$ cat src/rtl/factorial_pkg.sv
// Shared definitions for the factorial scheduler.
//   STATE_W        width of the scheduler state encoding
//   sched_state_t  scheduler FSM states; encodings are visible on the
//                  sched_state debug port, so they are fixed explicitly.
package factorial_pkg;

  localparam int STATE_W = 3;

  typedef enum logic [STATE_W-1:0] {
    IDLE      = 3'd0,
    ISSUE     = 3'd1,
    WAIT_CLR  = 3'd2,
    WAIT_DONE = 3'd3,
    RESP      = 3'd4
  } sched_state_t;

endpackage

$ cat src/rtl/rr_arbiter.sv
// Combinational rotating-priority arbiter.
// Ports:
//   req     request vector, one bit per requester
//   ptr     highest-priority index; search runs ptr, ptr+1, ... cyclically
//   gnt     one-hot grant (all zero when no request)
//   gnt_id  index of the granted requester (0 when no request)
//   any     at least one request present
module rr_arbiter #(
  parameter int NUM_REQ = 4,
  parameter int ID_W    = 2
) (
  input  logic [NUM_REQ-1:0] req,
  input  logic [ID_W-1:0]    ptr,
  output logic [NUM_REQ-1:0] gnt,
  output logic [ID_W-1:0]    gnt_id,
  output logic               any
);

  localparam logic [ID_W:0] NUM_REQ_W = (ID_W+1)'(NUM_REQ);

  logic [ID_W:0]   sum;
  logic [ID_W-1:0] idx;

  // Walk the requesters starting at ptr; the first set bit wins.
  // One extra bit on the sum lets the wrap work for non-power-of-two NUM_REQ.
  always_comb begin
    gnt    = '0;
    gnt_id = '0;
    any    = 1'b0;
    sum    = '0;
    idx    = '0;
    for (int off = 0; off < NUM_REQ; off++) begin
      sum = {1'b0, ptr} + (ID_W+1)'(off);
      if (sum >= NUM_REQ_W) begin
        sum = sum - NUM_REQ_W;
      end
      idx = sum[ID_W-1:0];
      if (!any && req[idx]) begin
        any      = 1'b1;
        gnt[idx] = 1'b1;
        gnt_id   = idx;
      end
    end
  end

endmodule

$ cat src/rtl/factorial_sched.sv
// Round-robin scheduler sharing one factorial_top core among NUM_REQ
// requesters.
// Ports:
//   clk, rst                 clock (rising edge), asynchronous active-high reset
//   req_valid/req_n          per-requester operand handshake (req_n packed SIZE per id)
//   req_ready                one-hot accept, only ever high in IDLE
//   rsp_valid/rsp_id/
//   rsp_result/rsp_ready     tagged result handshake
//   core_go/core_n           drive the shared core; core_n held from ISSUE to WAIT_DONE
//   core_done/core_result    from the shared core
//   sched_state              FSM encoding for debug
//   stat_jobs/stat_busy      present only with FACTORIAL_SCHED_STATS_EN:
//                            completed responses and non-IDLE cycles, saturating
// Configuration macro: FACTORIAL_SCHED_STATS_EN
module factorial_sched
  import factorial_pkg::*;
#(
  parameter int SIZE    = 8,
  parameter int NUM_REQ = 4,
  parameter int ID_W    = 2
) (
  input  logic                    clk,
  input  logic                    rst,
  input  logic [NUM_REQ-1:0]      req_valid,
  input  logic [NUM_REQ*SIZE-1:0] req_n,
  output logic [NUM_REQ-1:0]      req_ready,
  output logic                    rsp_valid,
  output logic [ID_W-1:0]         rsp_id,
  output logic [SIZE-1:0]         rsp_result,
  input  logic                    rsp_ready,
  output logic                    core_go,
  output logic [SIZE-1:0]         core_n,
  input  logic                    core_done,
  input  logic [SIZE-1:0]         core_result,
  output logic [STATE_W-1:0]      sched_state
`ifdef FACTORIAL_SCHED_STATS_EN
  ,
  output logic [15:0]             stat_jobs,
  output logic [31:0]             stat_busy
`endif
);

  sched_state_t state, state_next;

  logic [ID_W-1:0]    rr_ptr;
  logic [NUM_REQ-1:0] gnt;
  logic [ID_W-1:0]    gnt_id;
  logic               any_req;
  logic [SIZE-1:0]    sel_n;

  logic take;      // operand accepted this cycle
  logic capture;   // core result captured this cycle
  logic rsp_done;  // response handshake completes this cycle

  rr_arbiter #(
    .NUM_REQ (NUM_REQ),
    .ID_W    (ID_W)
  ) u_arb (
    .req    (req_valid),
    .ptr    (rr_ptr),
    .gnt    (gnt),
    .gnt_id (gnt_id),
    .any    (any_req)
  );

  // Operand mux driven by the one-hot grant.
  always_comb begin
    sel_n = '0;
    for (int i = 0; i < NUM_REQ; i++) begin
      if (gnt[i]) begin
        sel_n = req_n[i*SIZE +: SIZE];
      end
    end
  end

  always_ff @(posedge clk or posedge rst) begin
    if (rst) begin
      state <= IDLE;
    end else begin
      state <= state_next;
    end
  end

  always_comb begin
    state_next = state;
    take       = 1'b0;
    capture    = 1'b0;
    rsp_done   = 1'b0;
    core_go    = 1'b0;
    req_ready  = '0;
    case (state)
      IDLE: begin
        req_ready = gnt;
        if (any_req) begin
          take       = 1'b1;
          state_next = ISSUE;
        end
      end
      ISSUE: begin
        core_go    = 1'b1;
        state_next = WAIT_CLR;
      end
      // The core has no reset and its done is a level, so a done left over
      // from an earlier (possibly aborted) job must be seen low first.
      WAIT_CLR: begin
        if (!core_done) begin
          state_next = WAIT_DONE;
        end
      end
      WAIT_DONE: begin
        if (core_done) begin
          capture    = 1'b1;
          state_next = RESP;
        end
      end
      RESP: begin
        if (rsp_ready) begin
          rsp_done   = 1'b1;
          state_next = IDLE;
        end
      end
      default: begin
        state_next = IDLE;
      end
    endcase
  end

  always_ff @(posedge clk or posedge rst) begin
    if (rst) begin
      rr_ptr     <= '0;
      core_n     <= '0;
      rsp_id     <= '0;
      rsp_result <= '0;
      rsp_valid  <= 1'b0;
    end else begin
      if (take) begin
        core_n <= sel_n;
        rsp_id <= gnt_id;
        rr_ptr <= (gnt_id == ID_W'(NUM_REQ-1)) ? '0 : gnt_id + 1'b1;
      end
      if (capture) begin
        rsp_result <= core_result;
        rsp_valid  <= 1'b1;
      end
      if (rsp_done) begin
        rsp_valid <= 1'b0;
      end
    end
  end

  assign sched_state = state;

`ifdef FACTORIAL_SCHED_STATS_EN
  always_ff @(posedge clk or posedge rst) begin
    if (rst) begin
      stat_jobs <= '0;
      stat_busy <= '0;
    end else begin
      if (rsp_done && (stat_jobs != '1)) begin
        stat_jobs <= stat_jobs + 1'b1;
      end
      if ((state != IDLE) && (stat_busy != '1)) begin
        stat_busy <= stat_busy + 1'b1;
      end
    end
  end
`endif

endmodule

$ cat config.mk
export PLATFORM = sky130hd
export DESIGN_NAME = factorial_sched
export DESIGN_NICKNAME = d
export VERILOG_FILES = /design/src/rtl/factorial_pkg.sv /design/src/rtl/rr_arbiter.sv /design/src/rtl/factorial_sched.sv
export SDC_FILE = /design/constraint.sdc
export NUM_CORES = 1
export LEC_CHECK = 0
export CORE_ASPECT_RATIO = 2
export CORE_MARGIN = 4
export CORE_UTILIZATION = 42
export CTS_CLUSTER_SIZE = 10
export DETAILED_ROUTE_END_ITERATION = 8
export PLACE_DENSITY = 0.8
export SLEW_MARGIN = 25
export SYNTH_ARGS = -nofsm -noshare
export SYNTH_HDL_FRONTEND = slang
export SYNTH_HIERARCHICAL = 1
export SYNTH_SLANG_ARGS = --single-unit
$ cat constraint.sdc
create_clock -name clk -period 4.5 [get_ports clk]
set_input_delay 1.35 -clock clk [delete_from_list [all_inputs] [get_ports clk]]
set_output_delay 1.35 -clock clk [all_outputs]
set_load 0.01 [all_outputs]
==> Word level (Yosys, flattened, before mapping) <==
Index checks and enable logic that the tools add are counted.
{ "totals": {"ff_bits": 24, "inputBits": 48, "output_inout_bits": 27, "elab_cells": 103} }
{ "classes": {"add_sub_neg": 8, "magnitude_cmp": 12, "n_eq_ne": 9, "mux": 52, "n_bitwise": 3, "reduce_logical": 13} }
{ "op_table": {"columns": ["op", "count"], "rows": [
  ["$mux 8", 4],
  ["$mux 1", 21],
  ["$mux 4", 5],
  ["$mux 2", 9],
  ["$pmux 3 s5", 1],
  ["$lt 2x3->1 const B", 4],
  ["$mux 3", 4],
  ["$or 4x4->4", 3],
  ["$ge 3x3->1 const B", 3],
  ["$bmux 1 s2", 4],
  ["$demux 1 s2", 4],
  ["$ge 2x1->1 const B", 4],
  ["$ne 2x2->1 const B", 4],
  ["$sub 2x1->2 const B", 4],
  ["$logic_and 1x1->1", 7],
  ["$add 2x2->3 const B", 2],
  ["$eq 3x2->1 const B", 2],
  ["$reduce_and 4->1", 1],
  ["$add 2x1->3 const B", 1],
  ["$eq 3x1->1 const B", 1],
  ["$eq 3x3->1 const B", 1],
  ["$ge 2x3->1 const B", 1],
  ["$logic_not 1->1", 3],
  ["$logic_not 3->1", 1],
  ["other kinds (3)", 3]
]} }

==> Logic depth before layout (Yosys ltp) <==
{ "logic_depth": {"depth_word": 18, "ltp_mapped": 13, "ltp_nobuf": 9} }

==> Hierarchy <==
Netlist, hierarchy kept.
{ "by_module_without_submodules": {"columns": ["mod", "instances", "cells_per_inst", "area_per_inst_um2", "seq_area_each_um2"], "rows": [
  ["factorial_sched", 1, 125, 1291.2, 600.6],
  ["rr_arbiter", 1, 45, 421.7, 0.0]
]} }

==> Worst setup path before layout <==
No wires, ideal clock.
{ "synth_path": {"kind": "input port to output port", "from": "input port req_valid[2]", "to": "output port req_ready[3]", "arrival_time_ps": 3091, "t_required_ps": 3150, "slack_ps": 59, "path_stages": 8, "path_buffers": 3, "cell_sequence": "mux4_2 -> buf_6 -> nor4b_4 -> a22oi_1 -> o21ai_0 -> buf_2 -> clkbuf_1 -> and2_1"} }
{ "synth_between": {"elab_chain_cells": 13, "word_cells_on_any_way": 25, "classes_between": "mux: 16; bitwise: 3; reduce/logical: 6"} }
{ "synth_lines": {"columns": ["item", "line", "source"], "rows": [
  ["from (decl)", "factorial_sched.sv:24", "input logic [NUM_REQ-1:0] req_valid,"],
  ["$bmux 1 s2", "rr_arbiter.sv:38", "if (!any && req[idx]) begin"],
  ["$mux 1 (not written as such)", "rr_arbiter.sv:38", null],
  ["$mux 1", "rr_arbiter.sv:38", null],
  ["$logic_not 1->1", "rr_arbiter.sv:38", null],
  ["$logic_and 1x1->1", "rr_arbiter.sv:38", null],
  ["$mux 1", "rr_arbiter.sv:38", null],
  ["$logic_not 1->1", "rr_arbiter.sv:38", null],
  ["$logic_and 1x1->1", "rr_arbiter.sv:38", null],
  ["$mux 1", "rr_arbiter.sv:38", null],
  ["$logic_not 1->1", "rr_arbiter.sv:38", null],
  ["$logic_and 1x1->1", "rr_arbiter.sv:38", null],
  ["$mux 4 (*)", "rr_arbiter.sv:38", null],
  ["via gnt[3]", "factorial_sched.sv:46", "logic [NUM_REQ-1:0] gnt;"],
  ["$mux 4 (*)", "factorial_sched.sv:91", "case (state)"],
  ["to (decl)", "factorial_sched.sv:26", "output logic [NUM_REQ-1:0] req_ready,"]
]} }
Mark *: on every way through the listed nets, which the timed path passes. The rest lies on a longest branch. The select of a mux whose other input is x is not followed.

==> Final worst setup path <==
{ "layout_path": {"from": "input port req_valid[3]", "to": "output port req_ready[1]"} }
The elaborated chain is that of the path after synthesis.

==> flow_summary.ini <==
[pwr]
p_per_area_mw_per_mm2 = 821.8
power_leakage_nw = 1.172
ir_worst_vdd_mv = 0.4872

[final_layout]
syn2layout_area_growth_pct = 58.88
final_cells = 321
final.fill_count = 295
drive_above_1_share = 0.2370
final_nets = 325
insertedDiodeCount = 0

[worst_setup_path]
crit_start = req_valid[3]
crit_path_max_fanout = 5
rrSetupSlack_ns = 0.74
r2r_start = rr_ptr[1]$_DFFE_PP0P_
r2r_cells = 20
path_class = input pin to output pin
crit_end = req_ready[1]
endpoint_kind = output pin
cp.required_ns = 3.15
startpoint_type = input pin
rr_endpoint = core_n[4]$_DFFE_PP0P_
cp.arrival_ns = 3.05

[detailed_routing]
antenna_left = 0
drt_pass1_iterations = 4
wl_mm = 5.291
drt_iter0_drc = 30
via_count = 1752
wl_per_cell_um = 16.48
route.detailed.drc = 0
viasPerCell = 5.458

[synthesis]
synth_top_area_cell = dfrtp_1
synth-edff-count = 0
synthTopCellsByCount = 24 x dfrtp_1, 15 x nor2_1, 13 x inv_1
yosysMostFrequentCell = dfrtp_1
syn_inst = 170
synthesis.nets = 224
synth.distinct_cells = 35
synthFlopType = dfrtp_1
avgSynthCellArea_um2 = 10.08
synth-seq-area-share = 0.3506
synth.top_cell.area_share = 0.3506
syn_area_mm2 = 0.001713
synth-async-reset-ratio = 1.000
ys_warn_count = 6
synthTopCellsByArea = dfrtp_1 35%, mux2_2 5.9%, a221o_1 4.7%
synth-seq-cells = 24

[cts]
clk_latency_ns = 0.27
cts.sinks = 24
cts_tree = built
htree_levels = 1
root_buffer = clkbuf_8
numCtsBuffers = 3
holdBufCountCts = 0
clockBufferDepth = 2
clkSlewWorstSetupHoldPaths_ns = 0.09

[floorplan]
std_cell_rows = 32
die_w_um = 53.16
start_util = 0.4410
io_pins = 75
core-area_mm2 = 0.003884
dieArea_mm2 = 0.005226
dieHeight_um = 98.32

[global_route]
grt_busiest_layer = met2
grt_use_met1 = 0.2111
overflow = 0
met3_usage = 0.03817
grt_pass1_wl_mm = 8.190
gr-usage-met2 = 0.3669
grtUsageTotal = 0.2099
grt_pass1_vias = 1737
antenna_found_initial = 0
grt_start_max_net_pins = 25

[timing]
slew_headroom = 0.4103
setup_viol = 0
fmax_mhz = 227.1
min_period_over_period = 0.9787
tightestPinTransition_ns = 0.8835
rsz0062_at_grt = false
clock_skew_ns = 0.002037
worst_slack_ns = 0.09579
hold_viol = 0
slew_violations = 0
period_needed_ns = 4.404

[placed_design]
dp_hpwl_mm = 3.673
dp_slack_ns = -0.5785
post-place-cells = 293
globalplace.congestion = 0.8105
io_buffer_count = 74

[worst_hold_path]
hold_class = flip-flop to flip-flop
min_delay_path_depth = 1
hold_start = rsp_id[1]$_DFFE_PP0P_

[status]
outcome = finished, final reports clean

[flow_run]
cap_violations = 0
-- flip-flops by register name, indices dropped and copies added (netlist names) --
signal and count:
rr_ptr 2, core_n 8, rsp_result 8, sched_state 3
rsp_id 2, rsp_valid 1
-- layout make-up --
class / instances / area [um^2] / area share
sequential: 24 / 600.6 / 0.2207
timing repair buffer: 109 / 980.9 / 0.3605
clock buffer: 3 / 41.29 / 0.01517
clock inverter: 1 / 30.03 / 0.01103
multi-input combinational: 120 / 955.9 / 0.3513
tap: 51 / 63.81 / 0.02345
inverter: 13 / 48.80 / 0.01793
-- cell usage in the layout (no fill, tap or decap), types with 2 or more instances in the layout --
cell type / n
mux4_2: 4
clkbuf_2: 3
o21ai_1: 4
nor2b_1: 2
nor2_1: 15
mux2_2: 9
mux2_1: 4
mux2i_1: 2
ha_1: 6
and2_1: 3
a22oi_1: 8
buf_2: 2
inv_1: 13
dfrtp_1: 24
nor4b_4: 2
a31oi_1: 9
nor3_1: 3
nand2_1: 8
clkdlybuf4s50_1: 66
nand3b_1: 9
a21oi_1: 10
clkbuf_8: 3
a221o_1: 8
nand2b_1: 2
buf_4: 35
-- cell families (layout without fill, tap and decap cells) --
family,after synthesis,in the layout,share of synthesized area
AND/OR/NAND/NOR,50,50,0.1797
flip-flops,24,24,0.3506
adder cells (fa/ha/maj),6,6,0.04383
multiplexers,19,19,0.1541
AO/OA/AOI/OAI,45,45,0.1834
buffers and inverters,26,126,0.08838
-- per-layer routing --
metal | wire length [um] | part of all wire
met1 | 1733 | 0.33
met4 | 288 | 0.054
met5 | 0 | 0
met3 | 373 | 0.070
met2 | 2895 | 0.55
-- what timing repair did --
item,CTS,global route
setup buffers,25,0
gates cloned,0,0
setup endpoints to repair,4,12
gates resized for setup,25,7
pin swaps,1,1
-- worst max-delay path, cell delays in order --
cell	delay (ns)
buf_2	0.12
mux4_2	0.52
nor4b_4	0.33
buf_4	0.18
a22oi_1	0.06
o21ai_1	0.12
and2_1	0.15
clkdlybuf4s15_2	0.22
-- where the power goes --
part / total (mW) / internal (mW) / switching [mW]
combinational: 1.63 / 0.896 / 0.739
sequential: 0.411 / 0.328 / 0.0825
clock: 0.191 / 0.119 / 0.0718
-- worst min path at each step --
stage                                       end
after global routing      rsp_id[1]$_DFFE_PP0P_
final                     rsp_id[1]$_DFFE_PP0P_
after detailed placement  rsp_id[1]$_DFFE_PP0P_
after global placement    rsp_id[1]$_DFFE_PP0P_
after floorplan           rsp_id[0]$_DFFE_PP0P_
after CTS                 rsp_id[1]$_DFFE_PP0P_
-- per-stage QoR --
stage / area (um^2) / utilization / hold slack [ns] / setup TNS, ns / power [mW]
floorplan: 1713 / - / 0.5288 / 0 / 1.325
global placement: 2497 / 0.6430 / 0.4669 / -2.027 / 1.728
detailed placement: 2497 / 0.6430 / 0.4796 / -2.295 / 1.763
CTS: 2733 / 0.7036 / 0.4996 / 0 / 2.182
global route: 2721 / 0.7007 / 0.5331 / 0 / 2.393
finish: 2721 / 0.7007 / 0.4953 / 0 / 2.236
Note: power is estimated with default switching activity, not from simulation.
==> patch 1 (same flow settings) <==
`ID_W` is set to 2 in 2 places; all go to 4.
--- a/src/rtl/rr_arbiter.sv
+++ b/src/rtl/rr_arbiter.sv
@@ -7,7 +7,7 @@
 //   any     at least one request present
 module rr_arbiter #(
   parameter int NUM_REQ = 4,
-  parameter int ID_W    = 2
+  parameter int ID_W    = 4
 ) (
   input  logic [NUM_REQ-1:0] req,
   input  logic [ID_W-1:0]    ptr,
--- a/src/rtl/factorial_sched.sv
+++ b/src/rtl/factorial_sched.sv
@@ -17,7 +17,7 @@
 #(
   parameter int SIZE    = 8,
   parameter int NUM_REQ = 4,
-  parameter int ID_W    = 2
+  parameter int ID_W    = 4
 ) (
   input  logic                    clk,
   input  logic                    rst,
Ports: changed (resized rsp_id); port bits go from 75 to 77. No check against the original RTL was run, so the function may have changed too.
==> patch 1 against the unedited design <==
Area after synthesis grew 34%. Count of clock-buffer cells in the layout stayed put. Non-clock buffer count is 11 lower. Clock skew hardly changed. Worst setup slack worse by 0.041 ns. Power grew 22%. Clock power increased by 6%. Design area increased by 23%. Die area is 30% higher. Sequential cell count increased by 4. Routed wire length rose by 21%. Critical path depth is the same. Fmax decreased by 0.92%. First-iteration DRC count grew 70%. Largest cell class is now multi-input combinational cells. Largest power group unchanged. Highest routed layer unchanged.
==> patch 1: results (changes against the unedited design) <==
Global routing
  – Antenna violations before repair: 0 (unchanged)
  – First-pass GRT wire length: 10.44 mm (+27%)
  – Via count of the first global-routing pass: 2,351 (+35%)
  – GR Util All Layers: 19.83% (-1.2 points)
  – Maximum number of pins on one net before global-route repair: 29 (+16%)

Logic synthesis
  – Synthesized Nets: 307 (+37%)
  – Post-Syn Area per Cell: 9.433 um^2 (-6.4%)
  – Complex-gate fraction of the synthesized area: 22.33% (+4.0 points)
  – Share of the synthesized netlist area taken by xor and xnor gates: 2.293% (+2.3 points)
  – Cells taking the most area after synthesis: dfrtp_1, ha_1, mux2_2
  – Area share of fa/ha/maj cells after synthesis: 8.734% (+4.4 points)
  – Post-synthesis mux area share: 10.81% (-4.6 points)
  – Asr flop ratio synth: 100.0% (unchanged)
  – Synth cell types: 46 (+31%)
  – Portion of the post-synthesis area used by sequential elements: 30.57% (-4.5 points)
  – Cell types with the highest counts after synthesis: dfrtp_1, inv_1, nor2_1

Timing
  – Normalized max-slew margin: 60.29% (+19 points)
  – Worst hold margin: 0.5130 ns (+0.01779 ns)
  – Setup clock skew after layout: 0.002414 ns (+0.0003771 ns)

Finish
  – Final layout net count: 398 (+22%)
  – Top flop regs: core_n: 8 flops, rsp_result: 8 flops
  – Ratio of cells with drive above 1 in the final layout: 23.12% (-0.58 points)
  – Synth-to-Final Area Change: 45.96%
  – Number of inserted filler cells in the final layout: 438 (+48%)

Route
  – Remaining routing DRC violations: 0 (unchanged)
  – Aggregate routed wire length: 6.400 mm (+21%)
  – Router iterations before antenna repair: 5 (+1)
  – Count of vias placed by the detailed router: 2,192 (+25%)
  – Iter 0 DRT Violations: 51 (+70%)
  – Routed WL per cell: 16.37 um (-0.70%)

Clocking
  – Num CTS Buffers: 3 (unchanged)
  – Worst-skew pair later-pin latency: 0.28 ns

Place
  – Routability Congestion: 0.9157 (+13%)
  – Placed cell areas: 0.003222 mm^2 (+29%)
  – Final HPWL DP: 5.053 mm (+38%)
  – Number of placed cells counting well taps: 385 (+31%)
  – I/O Buffers: 76 (+2.7%)

Power and ir drop
  – Total net switching power: 0.001222 W (+37%)
  – Peak supply drop: 0.4980 mV (+2.2%)
  – Leakage power figure: 1.384 nW (+18%)

Setup path
  – Cell family contributing the most delay on the critical path: simple AND/OR/NAND/NOR gates
  – Highest cell delay on the worst timing path: 0.54 ns (+0.02 ns)
  – Critical Path Slowest Stage Cell: mux4_2
  – RR Endpoint: core_n[2]
  – Cells on worst reg2reg path: 14 (-30%)
  – Worst reg2reg setup slack: 1.21 ns (+0.47 ns)

Worst hold path
  – Start point of the worst min-delay path: rsp_id[0]
  – Worst-case hold path end point: rsp_id[0]

Run status
  – Result of the run: finished, final reports clean
==> patch 1: through the flow <==
stage	worst slack, ns	total power (W)
4_1_cts	0.01450	0.002716
3_5_place_dp	-0.8453	0.002465
2_1_floorplan	0.00009726	0.001838
6_report	0.05503	0.002724
3_3_place_gp	-0.7646	0.002427
5_1_grt	-0.01570	0.002949
==> patch 1: repair_timing <==
action | 4_1_cts | 5_1_grt
pin swaps | 8 | 8
resized for setup | 41 | 8
buffers inserted | 2 | 0
endpoints found under the setup margin | 4 | 4
==> patch 1: worst max path at each step <==
stage / from / end / slack (ns) / cells after the start
after floorplan: req_valid[3] / req_ready[2] / 0.0001 / 9
after global placement: req_valid[3] / req_ready[1] / -0.76 / 8
after detailed placement: req_valid[3] / req_ready[0] / -0.85 / 8
after CTS: req_valid[3] / req_ready[0] / 0.01 / 9
after global routing: req_valid[3] / req_ready[2] / -0.02 / 8
final: req_valid[3] / req_ready[0] / 0.06 / 8
==> patch 1: per-layer routing <==
layer,routed length (um),GRT usage [%],vias to the layer above
li1,-,-,1058
met2,3654,37.64,72
met3,332,4.028,19
met5,0,0,-
met1,2197,18.48,1043
met4,215,9.911,0
==> patch 1: area by class of cell <==
type                    instances  area share, %
flip-flops and latches         28          20.94
repair buffers                 98          28.01
well taps                      58          2.169
inverters                      23          2.580
multi-input cells             180          44.17
clock inverters                 1         0.8975
clock buffers                   3          1.234
==> patch 1: power by group through the flow <==
| stage | combinational [W] | clock, W | sequential, W |
|---|---|---|---|
| finish | 0.00203 | 0.000202 | 0.000492 |
| global route | 0.00222 | 0.000217 | 0.000508 |
| CTS | 0.00202 | 0.000207 | 0.000491 |
| detailed placement | 0.00197 | 0 | 0.000495 |
| global placement | 0.00194 | 0 | 0.000489 |
| floorplan | 0.00130 | 0 | 0.000535 |
==> patch 2 (config.mk and constraints unchanged) <==
Made on the original files. The option `FACTORIAL_SCHED_STATS_EN` is turned on by a define.
--- a/src/rtl/factorial_sched.sv
+++ b/src/rtl/factorial_sched.sv
@@ -12,6 +12,8 @@
 //   stat_jobs/stat_busy      present only with FACTORIAL_SCHED_STATS_EN:
 //                            completed responses and non-IDLE cycles, saturating
 // Configuration macro: FACTORIAL_SCHED_STATS_EN
+`define FACTORIAL_SCHED_STATS_EN
+
 module factorial_sched
   import factorial_pkg::*;
 #(
Formal check against the unedited RTL (old outputs only; new: stat_busy and stat_jobs): equivalent (Yosys induction, for registers that start in step).
==> patch 2 against the unedited design <==
Via count grew 96%. Critical path type unchanged. Fmax rose by 2.0%. Power grew 49%. Sequential cell count up 48. First-iteration DRC count is 120% higher. Sequential power increased by 130%. Design area increased by 110%. Worst setup slack gained 0.086 ns. Area after synthesis up 130%. Routed wire length grew 95%. Highest routed layer unchanged.
==> patch 2: results (changes against the unedited design) <==
Run status
  – Result of the run: finished, final reports clean

Route
  – Via density per instance: 5.647 (+3.5%)
  – Router iterations before antenna repair: 5 (+1)
  – Count of vias placed by the detailed router: 3,439 (+96%)
  – Aggregate routed wire length: 10.32 mm (+95%)
  – Iter 0 DRT Violations: 67 (+120%)

Logic synthesis
  – Portion of the post-synthesis area used by sequential elements: 45.66% (+11 points)
  – Asr flop ratio synth: 100.0% (unchanged)
  – Cells taking the most area after synthesis: dfrtp_1, xnor2_1, mux2_2
  – Synth cell types: 48 (+37%)
  – Cell types with the highest counts after synthesis: dfrtp_1, xnor2_1, nor2_1
  – Post-Syn Area per Cell: 10.81 um^2 (+7.3%)
  – Synthesized Nets: 421 (+88%)

Place
  – DP Worst Slack: -0.6801 ns (-0.1016 ns)
  – Routability Congestion: 0.7798 (-3.8%)
  – I/O Buffers: 122 (+65%)
  – Number of placed cells counting well taps: 587 (+100%)
  – Final HPWL DP: 7.781 mm (+110%)

Power and ir drop
  – Total net switching power: 0.001187 W (+33%)
  – Leakage power figure: 2.353 nW (+100%)
  – Peak supply drop: 0.5031 mV (+3.3%)

Clocking
  – Root buf cell: clkbuf_16
  – Total number of H-tree levels: 3 (+2)
  – Num CTS Buffers: 9 (+6)
  – Clock transition at path regs: 0.05 ns (-0.04 ns)
  – Worst-skew pair later-pin latency: 0.33 ns (+0.06 ns)

Setup path
  – Crit Path Max Fanout: 6 (+1)
  – Origin of the critical flop-to-flop path: rr_ptr[0]
  – Crit path arrival time: 2.97 ns (-0.08 ns)
  – Worst reg2reg setup slack: 1.32 ns (+0.58 ns)
  – Capturing instance or port of the critical path: req_ready[3]
  – Cells on worst reg2reg path: 13 (-35%)
  – Cell family contributing the most delay on the critical path: multiplexers
  – Highest cell delay on the worst timing path: 0.52 ns (about the same)
  – RR Endpoint: core_n[0]

Finish
  – Final layout net count: 558 (+72%)
  – Ratio of cells with drive above 1 in the final layout: 14.79% (-8.9 points)
  – Inserted Diodes: 0 (unchanged)

Timing
  – Tightest Pin Transition: 0.9068 ns (+0.02329 ns)
  – Final setup margin: 0.1813 ns (+0.08552 ns)
  – Setup clock skew after layout: 0.004545 ns (+0.002508 ns)

Global routing
  – GR Util All Layers: 19.12% (-1.9 points)
  – Maximum number of pins on one net before global-route repair: 73 (+190%)
  – Via count of the first global-routing pass: 3,535 (+100%)
  – Antenna violations before repair: 0 (unchanged)
  – First-pass GRT wire length: 17.45 mm (+110%)
patch 2: final cells by class:
cell class	count	area [um^2]
clock buffers	10	239.0
inverters	5	18.77
multi-input cells	275	2059
repair buffers	139	1309
clock inverters	6	82.58
flip-flops and latches	72	1802
fillers	764	3436
well taps	102	127.6
patch 2: routing by layer:
metal	vias up	track usage, %	share of wire [%]
met5	-	0	0
met4	0	7.985	2.1
met3	21	4.467	5.5
met1	1679	19.11	35
met2	123	36.82	58
li1	1616	-	-
patch 2: power by group through the flow:
stage / Clock, W / Sequential [W] / Combinational, W
3_5_place_dp: 0 / 0.000953 / 0.00160
2_1_floorplan: 0 / 0.00100 / 0.000919
6_report: 0.000753 / 0.000944 / 0.00163
5_1_grt: 0.000799 / 0.000969 / 0.00179
3_3_place_gp: 0 / 0.000945 / 0.00154
4_1_cts: 0.000774 / 0.000946 / 0.00165
patch 2: what timing repair did:
action	CTS	global route
endpoints found under the hold margin	0	0
setup endpoints to repair	4	4
gates resized for setup	26	8
buffers inserted	5	1
pin swaps	1	1
patch 2: per-stage QoR:
stage                     util (%)  instance area (um^2)
after global placement       58.48                  5306
after detailed placement     58.48                  5306
after CTS                    62.19                  5643
after global routing         62.13                  5638
final                        62.13                  5638
after floorplan                  -                  3948
patch 2: worst min-delay path by stage:
stage                        from             to  slack, ns
finish              stat_jobs[10]  stat_jobs[10]       0.50
global route        rsp_result[4]  rsp_result[4]       0.53
CTS                 stat_jobs[10]  stat_jobs[10]       0.50
detailed placement  stat_jobs[14]  stat_jobs[14]       0.49
global placement    stat_jobs[10]  stat_jobs[10]       0.48
floorplan           stat_jobs[10]  stat_jobs[10]       0.52
patch 2: cells by family after synthesis:
kind of cell / share of synthesized area (%)
muxes: 7.260
buffers and inverters: 2.283
xor gates and xnor gates: 9.765
adders and majority gates: 2.537
AOI/OAI and AO/OA: 8.625
DFF: 45.66
and+or+nand+nor: 23.87
